$ cat config.mk
export PLATFORM = sky130hd
export DESIGN_NAME = regfile_wb_arbiter
export DESIGN_NICKNAME = d
export VERILOG_FILES = /design/src/rtl/regfile_wb_arbiter.sv
export SDC_FILE = /design/constraint.sdc
export NUM_CORES = 1
export LEC_CHECK = 0
export BUFFER_PORTS_ARGS = -buffer_cell sky130_fd_sc_hd__buf_2
export CORE_MARGIN = 1.5
export CORE_UTILIZATION = 40
export CTS_CLUSTER_SIZE = 28
export DETAILED_ROUTE_END_ITERATION = 7
export GPL_TIMING_DRIVEN = 0
export PLACE_DENSITY = 0.81
export REMOVE_ABC_BUFFERS = 1
export SLEW_MARGIN = 15
export SYNTH_ARGS = -nofsm -noshare
export SYNTH_HDL_FRONTEND = slang
export SYNTH_SLANG_ARGS = --single-unit
export TNS_END_PERCENT = 50
$ cat constraint.sdc
create_clock -name clk -period 1.9 [get_ports clk]
set_clock_uncertainty 0.15 [all_clocks]
set_input_delay 0.095 -clock clk [delete_from_list [all_inputs] [get_ports clk]]
set_output_delay 0.095 -clock clk [all_outputs]
set_load 0.02 [all_outputs]
$ cat src/rtl/regfile_wb_arbiter.sv
// Two-port register-file writeback arbiter (ALU vs load unit), round-robin or fixed-B priority.
// 1-cycle grant-to-write latency; the loser is stalled via its ready and must hold its request.
module regfile_wb_arbiter #(
    parameter int unsigned RR = 1,
    parameter int unsigned CW = 16
) (
    input  logic          clk,
    input  logic          reset,
    input  logic          hold,
    input  logic          a_valid,
    input  logic [4:0]    a_addr,
    input  logic [31:0]   a_data,
    output logic          a_ready,
    input  logic          b_valid,
    input  logic [4:0]    b_addr,
    input  logic [31:0]   b_data,
    output logic          b_ready,
    output logic          reg_write,
    output logic [4:0]    addr,
    output logic [31:0]   write_reg,
    input  logic [4:0]    q_addr1,
    input  logic [4:0]    q_addr2,
    output logic          q_hit1,
    output logic          q_hit2,
    output logic [CW-1:0] conflicts
);

    localparam logic [CW-1:0] CONF_MAX = {CW{1'b1}};

    logic          grant_a;
    logic          grant_b;
    logic          both_vld;

    logic          ptr_q;
    logic          ptr_d;
    logic          we_q;
    logic          we_d;
    logic [4:0]    addr_q;
    logic [4:0]    addr_d;
    logic [31:0]   data_q;
    logic [31:0]   data_d;
    logic [CW-1:0] conf_q;
    logic [CW-1:0] conf_d;

    assign both_vld = a_valid && b_valid;

    // ptr_q=0 favours A, ptr_q=1 favours B; only consulted when both request.
    always_comb begin
        grant_a = 1'b0;
        grant_b = 1'b0;
        if (!reset && !hold) begin
            if (both_vld) begin
                if ((RR != 0) && !ptr_q) begin
                    grant_a = 1'b1;
                end else begin
                    grant_b = 1'b1;
                end
            end else if (a_valid) begin
                grant_a = 1'b1;
            end else if (b_valid) begin
                grant_b = 1'b1;
            end
        end
    end

    assign a_ready = grant_a;
    assign b_ready = grant_b;

    always_comb begin
        ptr_d  = ptr_q;
        we_d   = 1'b0;
        addr_d = addr_q;
        data_d = data_q;
        conf_d = conf_q;
        if (grant_a) begin
            ptr_d  = 1'b1;
            we_d   = (a_addr != 5'd0);
            addr_d = a_addr;
            data_d = a_data;
        end else if (grant_b) begin
            ptr_d  = 1'b0;
            we_d   = (b_addr != 5'd0);
            addr_d = b_addr;
            data_d = b_data;
        end
        if (both_vld && !hold && (conf_q != CONF_MAX)) begin
            conf_d = conf_q + CW'(1);
        end
    end

    always_ff @(posedge clk) begin
        if (reset) begin
            ptr_q  <= 1'b0;
            we_q   <= 1'b0;
            addr_q <= 5'd0;
            data_q <= 32'd0;
            conf_q <= '0;
        end else begin
            ptr_q  <= ptr_d;
            we_q   <= we_d;
            addr_q <= addr_d;
            data_q <= data_d;
            conf_q <= conf_d;
        end
    end

    assign reg_write = we_q;
    assign addr      = addr_q;
    assign write_reg = data_q;
    assign conflicts = conf_q;

    // x0 never reports a hit, even though a dropped x0 write still loads addr_q.
    assign q_hit1 = we_q && (addr_q == q_addr1) && (q_addr1 != 5'd0);
    assign q_hit2 = we_q && (addr_q == q_addr2) && (q_addr2 != 5'd0);

endmodule

==> run summary <==
First-pass GRT wire length - 15.8 mm
I/O Buffers - 146
Final Max Slew Viols - 0
Die Y - 84.3 um
Avg WL per Cell - 16.7 um
Critical path class - reg -> reg
Area leader, netlist - dfxtp_1
CP Capture Type - flop
Leak - 1.94 nW
Critical Path RT - 1990 ps
Antenna diode count - 0
R2R depth - 5
CTS tree - done
Synth-to-Final Area Change - 68.8%
Hold_sp - b_addr[2]
Vias in the first global route - 3422
Most frequent cells in the layout - buf_2, dlygate4sd3_1, nand2_1
Worst r2r src - conflicts[0]$_SDFFE_PP0P_
Seq/Total Area, Yosys - 0.417
Final Hold Fails - 0
Placer Congestion - 0.882
Layout cells sized above 1 - 0.360
MaxCap Viol Count - 0
Routed Wire Length - 10.6 mm
VDD IR max - 379 uV
Post-Syn Instances - 335
Die ar. - 7100 um^2
R2R setup slack - -30 ps
CTS sink cnt - 55
FF-to-FF End - conflicts[14]$_SDFFE_PP0P_
Clock-pin slew on the worst setup and hold paths - 100 ps
Slew at the pin closest to its max-slew limit - 681 ps
CP arrival - 2010 ps
Clock latency on the worst-skew pair - 310 ps
Number of I/O pins - 147
Min setup slack post-route - -28.0 ps
Commonest non-fill, non-tap cell in the layout - buf_2
Worst slew margin - 0.546
Vias per cell - 5.60
Number of buffers created by CTS - 5
Worst-path maximum fanout - 6
Clock Tree Buf Depth - 2
Count of cell types in the netlist - 39
Post-route cell area - 4460 um^2
Nets@finish - 646
Dpl ws - -1400 ps
# H-tree levels - 2
All-Layer GR Usage - 0.272
Failing checks - setup timing
Synth top area share - 0.417
Largest net degree at the start of global routing - 59
Core area - 6350 um^2
Final setup violation count - 2
Main area contributors after synthesis - dfxtp_1, a311oi_1, nand2_1
Max reg flops - 32
Post-Syn Area - 2640 um^2
Die width - 84.3 um
Placed cell count - 534
Type of origin of the critical path - flop
# DRC - 0
Row cnt - 29
Crit share post-route - 1.01
RSZ-0062 raised after global routing - yes
Remaining Overflow, GRT - 0
Status - complete, but fails checks
Post-synthesis area per instance - 7.89 um^2
Synth Register Bits - 55
WHS Endpoint - reg_write$_SDFF_PP0_
Post-DP Area - 3390 um^2
Worst Hold Class - in -> reg
Total number of vias - 3546
Fmax - 519 MHz
Synth warnings - 0
CTS root buf - clkbuf_8
Antenna viol nets, final - 0
Cell area power density - 565 nW/um^2
Hold depth - 4
Tot Pwr - 2.52 mW
Starting Density - 0.416
Drt pass-1 iters - 5
Layout Cells excl Fill - 633
Initial antenna violation count - 0
Min Tclk post-route - 1930 ps
Hpwl dp - 5.07 mm
Iter 0 DRT Violations - 204
==> kinds of logic after synthesis <==
kind of cell / Yosys count / share of synthesized area
AND/OR/NAND/NOR: 166 / 0.295
AO/OA/AOI/OAI: 76 / 0.212
XOR/XNOR: 8 / 0.0265
buffers and inverters: 28 / 0.0421
multiplexers: 1 / 0.00379
flip-flops: 55 / 0.417
adder cells (fa/ha/maj): 1 / 0.00473
==> critical path: stages (launching register included) <==
cell and delay [ps]:
dfxtp_4 380, ha_1 160, and3_4 220, nand4_1 140, or4b_2 630, a21oi_1 170
==> per-stage QoR <==
stage / TNS, ps / utilization / hold slack (ps)
floorplan: -22530 / - / 14.1
global placement: -72540 / 0.531 / 206
detailed placement: -49670 / 0.534 / 219
CTS: -458 / 0.683 / 47.7
global route: -384 / 0.702 / 112
finish: -35.5 / 0.702 / 119
==> cell usage after synthesis <==
cell      instances
nand2_1          72
xor2_1            6
o41ai_1           3
and3_1            1
nand2b_1          2
o311ai_0          2
clkbuf_1         20
nor3_1            6
a21oi_1          20
or3_1             4
nor2_1           42
buf_2             5
nand3_1          10
o21bai_1          1
mux2i_1           1
and4b_1           1
o31ai_1           7
nor2b_1           2
nand4_2           1
dfxtp_1          55
o21ai_0           5
xnor2_1           2
nand3b_1          2
or4_1             8
inv_1             3
a22oi_1           3
nor4_1            1
nand4_1           5
or2_2             1
and3b_1           1
o32ai_1           1
and2_1            1
or3_2             1
or4b_4            1
and4_1            3
or4b_2            1
a222oi_1          1
a311oi_1         33
ha_1              1
==> metal layers <==
layer  up-vias  track usage  share of wire
met2       178        0.489           0.52
met3        27       0.0649          0.070
li1       1677            -              -
met4         0        0.124          0.026
met1      1664        0.304           0.39
met5         -            0              0
==> how the worst max path moves through the flow <==
stage / from / end / slack (ps) / depth (start not counted)
floorplan: ptr_q$_SDFFE_PP0P_ / addr[4]$_SDFFE_PP0P_ / -580 / 5
global placement: reset / addr[0]$_SDFFE_PP0P_ / -1990 / 5
detailed placement: reset / addr[0]$_SDFFE_PP0P_ / -1400 / 5
CTS: ptr_q$_SDFFE_PP0P_ / b_ready / -100 / 4
global route: conflicts[0]$_SDFFE_PP0P_ / conflicts[7]$_SDFFE_PP0P_ / -90 / 5
finish: conflicts[0]$_SDFFE_PP0P_ / conflicts[14]$_SDFFE_PP0P_ / -30 / 5
==> report_power, final <==
part           switching, mW  total, mW  internal, mW
clock network          0.377      0.664         0.287
registers             0.0462       1.25          1.21
logic                  0.309      0.602         0.293
==> repair_timing <==
action,in CTS,in global routing
hold buffers,75,0
setup buffers,6,8
endpoints found under the setup margin,50,45
pin swaps,1,7
hold endpoints to repair,38,0
cloned,1,3
gates resized for setup,20,15
==> area by class of cell <==
cell class	instances	area, um^2
clock buffer	6	82.6
clock inverter	1	5.00
fill	480	1890
inverter	3	15.0
multi-input combinational	255	1520
sequential	55	1130
tap	77	96.3
timing repair buffer	235	1600
timing repair inverter	1	7.51
Note: power is estimated with default switching activity, not from simulation.
